File: config.mk
export PLATFORM = sky130hd
export DESIGN_NAME = rat_control_unit_irq
export DESIGN_NICKNAME = d
export VERILOG_FILES = /design/src/rtl/rat_control_unit_irq.sv
export SDC_FILE = /design/constraint.sdc
export NUM_CORES = 1
export LEC_CHECK = 0
export BUFFER_PORTS_ARGS = -buffer_cell sky130_fd_sc_hd__buf_2
export CAP_MARGIN = 20
export CORE_MARGIN = 3
export CORE_UTILIZATION = 39
export DETAILED_ROUTE_END_ITERATION = 7
export MAX_ROUTING_LAYER = met4
export PLACE_DENSITY = 0.66
export SYNTH_ARGS = -nofsm -noshare
export SYNTH_HDL_FRONTEND = slang
export SYNTH_SLANG_ARGS = --single-unit
File: constraint.sdc
create_clock -name CLK -period 3.7 [get_ports CLK]
set_input_delay 0.74 -clock CLK [delete_from_list [all_inputs] [get_ports CLK]]
set_output_delay 0.74 -clock CLK [all_outputs]
set_load 0.01 [all_outputs]
File: src/rtl/rat_control_unit_irq.sv
// Multicycle RAT control unit with prioritised interrupts, SCR read wait states
// and illegal-opcode detection. All outputs are combinational from state, opcode and flags.
module rat_control_unit_irq #(
  parameter int NUM_IRQ  = 4,
  parameter int SCR_WAIT = 0,
  parameter int IRQ_ID_W = 3
) (
  input  logic                CLK,
  input  logic                RESET,
  input  logic [4:0]          OPCODE_HI_5,
  input  logic [1:0]          OPCODE_LOW_2,
  input  logic [NUM_IRQ-1:0]  INTR,
  input  logic                I_FLAG,
  input  logic                C_FLAG,
  input  logic                Z_FLAG,
  output logic                PC_LD,
  output logic                PC_INC,
  output logic [1:0]          PC_MUX_SEL,
  output logic                ALU_OPY_SEL,
  output logic [3:0]          ALU_SEL,
  output logic                RF_WR,
  output logic [1:0]          RF_WR_SEL,
  output logic                FLG_C_SET,
  output logic                FLG_C_CLR,
  output logic                FLG_C_LD,
  output logic                FLG_Z_LD,
  output logic                FLG_SHAD_LD,
  output logic                FLG_LD_SEL,
  output logic                I_SET,
  output logic                I_CLR,
  output logic                RST,
  output logic                IO_STRB,
  output logic                SP_LD,
  output logic                SP_INCR,
  output logic                SP_DECR,
  output logic                SCR_WE,
  output logic [1:0]          SCR_ADDR_SEL,
  output logic                SCR_DATA_SEL,
  output logic                IRQ_ACK,
  output logic [IRQ_ID_W-1:0] IRQ_ID,
  output logic                ILLEGAL
);

  typedef enum logic [2:0] {
    ST_INIT  = 3'd0,
    ST_FETCH = 3'd1,
    ST_EXEC  = 3'd2,
    ST_WAIT  = 3'd3,
    ST_INTR  = 3'd4
  } state_t;

  typedef struct packed {
    logic       pc_ld;
    logic       pc_inc;
    logic [1:0] pc_mux_sel;
    logic       alu_opy_sel;
    logic [3:0] alu_sel;
    logic       rf_wr;
    logic [1:0] rf_wr_sel;
    logic       flg_c_set;
    logic       flg_c_clr;
    logic       flg_c_ld;
    logic       flg_z_ld;
    logic       flg_shad_ld;
    logic       flg_ld_sel;
    logic       i_set;
    logic       i_clr;
    logic       rst;
    logic       io_strb;
    logic       sp_ld;
    logic       sp_incr;
    logic       sp_decr;
    logic       scr_we;
    logic [1:0] scr_addr_sel;
    logic       scr_data_sel;
  } ctrl_t;

  localparam logic [2:0] WAIT_LAST = 3'((SCR_WAIT > 0) ? SCR_WAIT - 1 : 0);

  state_t state, next_state;
  logic [2:0] wait_cnt;
  ctrl_t dec, sel_only, ctrl;
  logic scr_rd, illegal_op, complete, irq_ack;
  logic [IRQ_ID_W-1:0] irq_sel;

  function automatic ctrl_t alu_op(input logic [3:0] sel, input logic wr,
                                   input logic imm, input logic flg);
    ctrl_t c;
    c = '0;
    c.alu_sel     = sel;
    c.rf_wr       = wr;
    c.alu_opy_sel = imm;
    c.flg_c_ld    = flg;
    c.flg_z_ld    = flg;
    return c;
  endfunction

  always_ff @(posedge CLK or negedge RESET) begin
    if (!RESET) begin
      state    <= ST_INIT;
      wait_cnt <= 3'd0;
    end else begin
      state    <= next_state;
      wait_cnt <= (state == ST_WAIT) ? wait_cnt + 3'd1 : 3'd0;
    end
  end

  // Full single-cycle control word for the current opcode.
  always_comb begin
    dec        = '0;
    scr_rd     = 1'b0;
    illegal_op = 1'b0;
    casez ({OPCODE_HI_5, OPCODE_LOW_2})
      7'b00000_00: dec = alu_op(4'd5,  1'b1, 1'b0, 1'b1);
      7'b00000_01: dec = alu_op(4'd6,  1'b1, 1'b0, 1'b1);
      7'b00000_10: dec = alu_op(4'd7,  1'b1, 1'b0, 1'b1);
      7'b00000_11: dec = alu_op(4'd8,  1'b0, 1'b0, 1'b1);
      7'b00001_00: dec = alu_op(4'd0,  1'b1, 1'b0, 1'b1);
      7'b00001_01: dec = alu_op(4'd1,  1'b1, 1'b0, 1'b1);
      7'b00001_10: dec = alu_op(4'd2,  1'b1, 1'b0, 1'b1);
      7'b00001_11: dec = alu_op(4'd3,  1'b1, 1'b0, 1'b1);
      7'b00010_00: dec = alu_op(4'd4,  1'b0, 1'b0, 1'b1);
      7'b00010_01: dec = alu_op(4'd14, 1'b1, 1'b0, 1'b0);
      7'b00010_10: begin
        dec.rf_wr     = 1'b1;
        dec.rf_wr_sel = 2'd1;
        scr_rd        = 1'b1;
      end
      7'b00010_11: dec.scr_we = 1'b1;
      7'b00100_00: dec.pc_ld = 1'b1;
      7'b00100_01: begin
        dec.pc_ld        = 1'b1;
        dec.scr_we       = 1'b1;
        dec.scr_addr_sel = 2'd3;
        dec.scr_data_sel = 1'b1;
        dec.sp_decr      = 1'b1;
      end
      7'b00100_10: dec.pc_ld = Z_FLAG;
      7'b00100_11: dec.pc_ld = ~Z_FLAG;
      7'b00101_00: dec.pc_ld = C_FLAG;
      7'b00101_01: dec.pc_ld = ~C_FLAG;
      7'b01000_00: dec = alu_op(4'd9,  1'b1, 1'b0, 1'b1);
      7'b01000_01: dec = alu_op(4'd10, 1'b1, 1'b0, 1'b1);
      7'b01000_10: dec = alu_op(4'd11, 1'b1, 1'b0, 1'b1);
      7'b01000_11: dec = alu_op(4'd12, 1'b1, 1'b0, 1'b1);
      7'b01001_00: dec = alu_op(4'd13, 1'b1, 1'b0, 1'b1);
      7'b01001_01: begin
        dec.scr_we       = 1'b1;
        dec.scr_addr_sel = 2'd3;
        dec.sp_decr      = 1'b1;
      end
      7'b01001_10: begin
        dec.rf_wr        = 1'b1;
        dec.rf_wr_sel    = 2'd1;
        dec.scr_addr_sel = 2'd2;
        dec.sp_incr      = 1'b1;
        scr_rd           = 1'b1;
      end
      7'b01010_00: dec.sp_ld = 1'b1;
      7'b01010_01: begin
        dec.rf_wr     = 1'b1;
        dec.rf_wr_sel = 2'd2;
      end
      7'b01100_00: dec.flg_c_clr = 1'b1;
      7'b01100_01: dec.flg_c_set = 1'b1;
      7'b01100_10: begin
        dec.pc_ld        = 1'b1;
        dec.pc_mux_sel   = 2'd1;
        dec.scr_addr_sel = 2'd2;
        dec.sp_incr      = 1'b1;
        scr_rd           = 1'b1;
      end
      7'b01101_00: dec.i_set = 1'b1;
      7'b01101_01: dec.i_clr = 1'b1;
      7'b01101_1?: begin
        // RETID / RETIE: pop PC and restore shadow flags; LSB picks I state.
        dec.pc_ld        = 1'b1;
        dec.pc_mux_sel   = 2'd1;
        dec.scr_addr_sel = 2'd2;
        dec.sp_incr      = 1'b1;
        dec.flg_ld_sel   = 1'b1;
        dec.flg_c_ld     = 1'b1;
        dec.flg_z_ld     = 1'b1;
        dec.i_set        = OPCODE_LOW_2[0];
        dec.i_clr        = ~OPCODE_LOW_2[0];
        scr_rd           = 1'b1;
      end
      7'b10000_??: dec = alu_op(4'd5,  1'b1, 1'b1, 1'b1);
      7'b10001_??: dec = alu_op(4'd6,  1'b1, 1'b1, 1'b1);
      7'b10010_??: dec = alu_op(4'd7,  1'b1, 1'b1, 1'b1);
      7'b10011_??: dec = alu_op(4'd8,  1'b0, 1'b1, 1'b1);
      7'b10100_??: dec = alu_op(4'd0,  1'b1, 1'b1, 1'b1);
      7'b10101_??: dec = alu_op(4'd1,  1'b1, 1'b1, 1'b1);
      7'b10110_??: dec = alu_op(4'd2,  1'b1, 1'b1, 1'b1);
      7'b10111_??: dec = alu_op(4'd3,  1'b1, 1'b1, 1'b1);
      7'b11000_??: dec = alu_op(4'd4,  1'b0, 1'b1, 1'b1);
      7'b11001_??: begin
        dec.rf_wr     = 1'b1;
        dec.rf_wr_sel = 2'd3;
      end
      7'b11010_??: dec.io_strb = 1'b1;
      7'b11011_??: dec = alu_op(4'd14, 1'b1, 1'b1, 1'b0);
      7'b11100_??: begin
        dec.rf_wr        = 1'b1;
        dec.rf_wr_sel    = 2'd1;
        dec.scr_addr_sel = 2'd1;
        scr_rd           = 1'b1;
      end
      7'b11101_??: begin
        dec.scr_we       = 1'b1;
        dec.scr_addr_sel = 2'd1;
      end
      default: illegal_op = 1'b1;
    endcase
  end

  // Selects held steady while SCR read data settles; strobes withheld.
  always_comb begin
    sel_only              = '0;
    sel_only.scr_addr_sel = dec.scr_addr_sel;
    sel_only.pc_mux_sel   = dec.pc_mux_sel;
    sel_only.rf_wr_sel    = dec.rf_wr_sel;
    sel_only.flg_ld_sel   = dec.flg_ld_sel;
  end

  always_comb begin
    irq_sel = '0;
    for (int i = NUM_IRQ - 1; i >= 0; i--)
      if (INTR[i]) irq_sel = IRQ_ID_W'(i);
  end

  always_comb begin
    ctrl       = '0;
    next_state = state;
    complete   = 1'b0;
    irq_ack    = 1'b0;
    ILLEGAL    = 1'b0;
    case (state)
      ST_INIT: begin
        ctrl.rst   = 1'b1;
        next_state = ST_FETCH;
      end
      ST_FETCH: begin
        ctrl.pc_inc = 1'b1;
        next_state  = ST_EXEC;
      end
      ST_EXEC: begin
        ILLEGAL = illegal_op;
        if (SCR_WAIT > 0 && scr_rd) begin
          ctrl       = sel_only;
          next_state = ST_WAIT;
        end else begin
          ctrl     = dec;
          complete = 1'b1;
        end
      end
      ST_WAIT: begin
        if (wait_cnt == WAIT_LAST) begin
          ctrl     = dec;
          complete = 1'b1;
        end else begin
          ctrl = sel_only;
        end
      end
      ST_INTR: begin
        ctrl.pc_ld        = 1'b1;
        ctrl.pc_mux_sel   = 2'd2;
        ctrl.scr_we       = 1'b1;
        ctrl.scr_addr_sel = 2'd3;
        ctrl.scr_data_sel = 1'b1;
        ctrl.sp_decr      = 1'b1;
        ctrl.i_clr        = 1'b1;
        ctrl.flg_shad_ld  = 1'b1;
        irq_ack           = 1'b1;
        next_state        = ST_FETCH;
      end
      default: next_state = ST_INIT;
    endcase
    // Registered I_FLAG: an instruction that clears I still lets one IRQ through.
    if (complete)
      next_state = ((|INTR) && I_FLAG) ? ST_INTR : ST_FETCH;
  end

  assign PC_LD        = ctrl.pc_ld;
  assign PC_INC       = ctrl.pc_inc;
  assign PC_MUX_SEL   = ctrl.pc_mux_sel;
  assign ALU_OPY_SEL  = ctrl.alu_opy_sel;
  assign ALU_SEL      = ctrl.alu_sel;
  assign RF_WR        = ctrl.rf_wr;
  assign RF_WR_SEL    = ctrl.rf_wr_sel;
  assign FLG_C_SET    = ctrl.flg_c_set;
  assign FLG_C_CLR    = ctrl.flg_c_clr;
  assign FLG_C_LD     = ctrl.flg_c_ld;
  assign FLG_Z_LD     = ctrl.flg_z_ld;
  assign FLG_SHAD_LD  = ctrl.flg_shad_ld;
  assign FLG_LD_SEL   = ctrl.flg_ld_sel;
  assign I_SET        = ctrl.i_set;
  assign I_CLR        = ctrl.i_clr;
  assign RST          = ctrl.rst;
  assign IO_STRB      = ctrl.io_strb;
  assign SP_LD        = ctrl.sp_ld;
  assign SP_INCR      = ctrl.sp_incr;
  assign SP_DECR      = ctrl.sp_decr;
  assign SCR_WE       = ctrl.scr_we;
  assign SCR_ADDR_SEL = ctrl.scr_addr_sel;
  assign SCR_DATA_SEL = ctrl.scr_data_sel;
  assign IRQ_ACK      = irq_ack;
  assign IRQ_ID       = irq_ack ? irq_sel : '0;

endmodule

* Yosys cells after proc, flatten, opt, wreduce, memory -nomap -nowiden
Index checks and enable logic that the tools add are counted.
Cells by class: add/sub/neg operators 1, equality and inequality tests 51, mux-type cells 42, bitwise gates (word level) 3, reductions and logical operators 17
Operators by type and width (count):
- $pmux 5 s24 | 1
- $eq 7x6->1 const B | 14
- $eq 5x5->1 const B | 14
- $reduce_or 47->1 | 1
- $eq 7x5->1 const B | 6
- $mux 29 | 1
- $eq 7x3->1 const B | 4
- $eq 7x4->1 const B | 4
- $pmux 12 s2 | 1
- $reduce_or 24->1 | 1
- $reduce_or 21->1 | 1
- $mux 3 | 6
- $pmux 5 s3 | 1
- $eq 7x2->1 const B | 2
- $mux 1 | 14
- $pmux 1 s2 | 6
- $pmux 2 s3 | 2
- $pmux 3 s4 | 1
- $reduce_or 4->1 | 3
- $reduce_or 2->1 | 5
- $pmux 3 s3 | 1
- $eq 7x1->1 const B | 1
- $logic_not 7->1 | 1
- $eq 3x2->1 const B | 2
- 14 further kinds | 21
Storage, ports and cells: register bits after elaboration 6, output and inout port bits 34, logic and storage cells 116

* Depth between registers and ports, before layout
depth after elaboration 5, gate-level depth with buffers 8

* Worst setup path before layout
No wires, ideal clock.
path type input port to output port, start input port OPCODE_HI_5[4], end output port FLG_Z_LD, arrival 2183 ps, required time 2960 ps, path slack 777 ps, cell stages on the path 7, cells stage by stage buf_2 > or2_1 > or4_4 > o311ai_2 > nor3_1 > a31oi_1 > buf_4
Between the ends: word-level cells in the longest chain between the ends 5, elaborated cells on any way between the ends 28, classes of those cells 23 x eq/ne; 3 x mux; 2 x reduce/logical
RTL lines:
- from (decl) | line 10 | input logic [4:0] OPCODE_HI_5,
- $eq 7x6->1 (tied with other cells) | line 113 | casez ({OPCODE_HI_5, OPCODE_LOW_2})
- $reduce_or 24->1 (no line) (*)
- $mux 2 (*) | line 113
- $mux 29 | line 258 | if (wait_cnt == WAIT_LAST) begin
- $pmux 12 s2 (*) | line 238 | case (state)
- to (decl) | line 26 | output logic FLG_Z_LD,
Mark *: on every way between the ends. The rest lies on a longest branch, timed or not.

* Worst setup path in the final report
start input port OPCODE_HI_5[1], end output port ILLEGAL
Between the ends: word-level cells in the longest chain between the ends 4, elaborated cells on any way between the ends 50, classes of those cells 46 x eq/ne; 2 x mux; 2 x reduce/logical
RTL lines:
- $eq 7x6->1 (tied with other cells) | line 113
- $reduce_or 47->1 (no line) (*)
- $mux 1 (*) | line 113
- $mux 1 (*) | line 238
- to (decl) | line 41 | output logic ILLEGAL
Marked as above.

==> flow_summary.yaml <==
synth:
  syn-mean-instance-area_um2: 6.53
  synth_top_area_cell: "dfrtp_1"
  postSynthRegisterBits: 6
  synth_nets: 225
  ys_top_cells_by_area: "dfrtp_1 (11%), a21oi_1 (5.6%), nand2_1 (4.7%)"
  synth_adder_area_share: 0.0185
  synth_edf_count: 0
  yosysSeqAreaShare: 0.111
  synthXorXnorAreaFrac: 0.00648
  post_synth_and_or_nand_nor_area_fraction: 0.400
  yosys_warnings: 0
  synth_top_area_frac: 0.111
  synth_top_family_by_area: "simple AND/OR/NAND/NOR gates"
  netlist_instances: 207
  netlist_area_mm2: 0.00135
  synthArstFlopShare: 1.00
  synth_common_cells: "nand2_1 (17), nor2_1 (17), a21oi_1 (15)"
  synth.distinct_cells: 60
  synth_compound_area_frac: 0.316
  synth.area.mux_share: 0.00740
  ys.flop_type: "dfrtp_1"
layout:
  seqCellArea_um2: 150
  area_growth_pct: 15.5
  nFillCells: 353
  final_net_count: 259
  drive_gt1_frac: 0.264
  diodes: 0
  multi_input_area_mm2: 0.00102
pwr:
  p_seq_frac: 0.221
  swShare: 0.508
  peakVddDrop_uv: 250
  p_int_uw: 239
  powerDensity_mw_per_mm2: 310
  cellLeakagePower_uw: 0.000698
  power_frac_clock: 0.120
  combPwrFrac: 0.659
  switchingPower_uw: 247
sta:
  fmax_mhz: 312
  rsz0062_at_grt: "false"
  max_slew_margin: 0.514
  setup_violations: 0
  finalHoldViolations: 0
  postLayoutSetupSlackWorst_ps: 493
  tns_ps: 0
  period_needed_ps: 3210
  skew_ps: 0.252
  tightest_slew_ps: 724
  period_share: 0.867
  worst_hold_slack_ps: 316
  slew_violations: 0
setup_path:
  cp-startpoint: "OPCODE_HI_5[1]"
  reg2reg_to: "state[0]"
  worstSetupStartpointType: "input port"
  crit_path_max_fanout: 23
  rr_worst_depth: 5
  cp.required_ps: 2960
  r2r_setup_slack_ps: 2120
  r2r_start: "wait_cnt[0]"
  cp.arrival_ps: 2470
  endpoint_kind: "output pin"
  path_class: "input port to output pin"
grt:
  grt_usage: 0.213
  grt_start_max_net_pins: 28
  grt.busiest_layer: "met1"
  use_met3: 0.0295
  grt_pass1_wl_um: 7150
  use_met2: 0.300
  gr-total-overflow: 0
  antenna_found_initial: 0
  grt_pass1_vias: 1475
  grtUsageMet1: 0.325
clock_network:
  clk_pin_slew_ps: 40
  root_buffer: "clkbuf_4"
  clockBufferDepth: 2
  clkSinkCount: 6
  holdBufCountCts: 0
  cts_tree: "done"
  cts_htree_levels: 1
  clk_latency_ps: 240
  cts_resized: 0
  postCtsSetupRepairBufs: 0
  cts_made_buffers: 3
drt:
  vias: 1699
  drc: 0
  first_pass_iters: 5
  drtIter0Drc: 225
  wl_um: 4280
  wl_per_cell_um: 15.1
  vias_per_cell: 6.00
  drtAntennaViolNets: 0
floorplan:
  io_pins: 50
  fp.dieW_um: 64.9
  core_mm2: 0.00318
  die_area_mm2: 0.00421
  initial_core_util: 0.426
  die_y_um: 64.9
  rows: 20
hold_path:
  hp-class: "input port to async pin"
flow_run:
  cap_viol_max_count: 0
place:
  dp_hpwl_um: 3210
  port_buffers: 48
  gp_congestion: 0.920
  dpl_worst_slack_ps: 532
status:
  outcome: "complete, no violations"
routing by layer:
metal	routed length, um	vias up
met5	0	-
met4	19	0
met3	437	2
met2	1810	102
met1	2020	764
li1	-	831
state kept, by name, summed over array words and instances, names as in the netlist:
register,flops
state,3
wait_cnt,3
power groups by stage:
stage / combinational, uW / clock, uW / sequential [uW]
6_report: 320 / 58.3 / 107
5_1_grt: 354 / 66.0 / 111
3_5_place_dp: 318 / 0 / 107
3_3_place_gp: 319 / 0 / 108
4_1_cts: 318 / 61.1 / 107
2_1_floorplan: 222 / 0 / 102
cells by family (layout without fill, tap and decap cells):
group,after synthesis,count (layout)
xor+xnor,1,1
compound gates,62,62
simple gates,99,99
mux,1,1
other cells,1,1
buf+inv,35,67
fa+ha+maj,2,2
flops,6,6
critical path, stage by stage:
cell and delay (ps):
buf_2 330, nand2b_1 340, nand2b_1 160, o31ai_1 90
a2111oi_0 430, and4_1 250, buf_2 130
placed cells by master, fill, tap and decap left out, drive strengths merged, types with 2 or more instances in the layout:
master   n
a211oi   2
a21oi   15
a221oi   2
a22oi    2
a31oi    6
and2     2
and3     2
buf     53
clkbuf   3
dfrtp    6
ha       2
inv     10
nand2   17
nand2b  11
nand3    7
nand3b   3
nor2    19
nor2b    5
nor3    12
nor3b    2
nor4     8
o21ai   10
o21bai   2
o311ai   2
o31ai    5
o41ai    2
or2      2
or3      3
or4      2
worst max path at each step:
stage                     to  cells past startpoint
global placement     ILLEGAL                      7
global route         ILLEGAL                      7
floorplan           FLG_Z_LD                      7
finish               ILLEGAL                      7
detailed placement   ILLEGAL                      7
CTS                  ILLEGAL                      7
metrics by stage:
stage | instance area, um^2 | total power [uW] | std cells | utilization
6_report | 1560 | 485 | 283 | 0.492
5_1_grt | 1560 | 531 | 283 | 0.492
4_1_cts | 1560 | 487 | 283 | 0.492
3_5_place_dp | 1540 | 425 | 280 | 0.485
3_3_place_gp | 1540 | 427 | 280 | 0.485
2_1_floorplan | 1350 | 324 | 207 | -
area by class of cell:
class                           count  share of cell area
Tap cell                           44              0.0352
Timing Repair Buffer               53               0.178
Sequential cell                     6              0.0961
Multi-Input combinational cell    166               0.650
Clock buffer                        3              0.0144
Inverter                           11              0.0264
No activity file was read; power rests on OpenSTA's default activity.
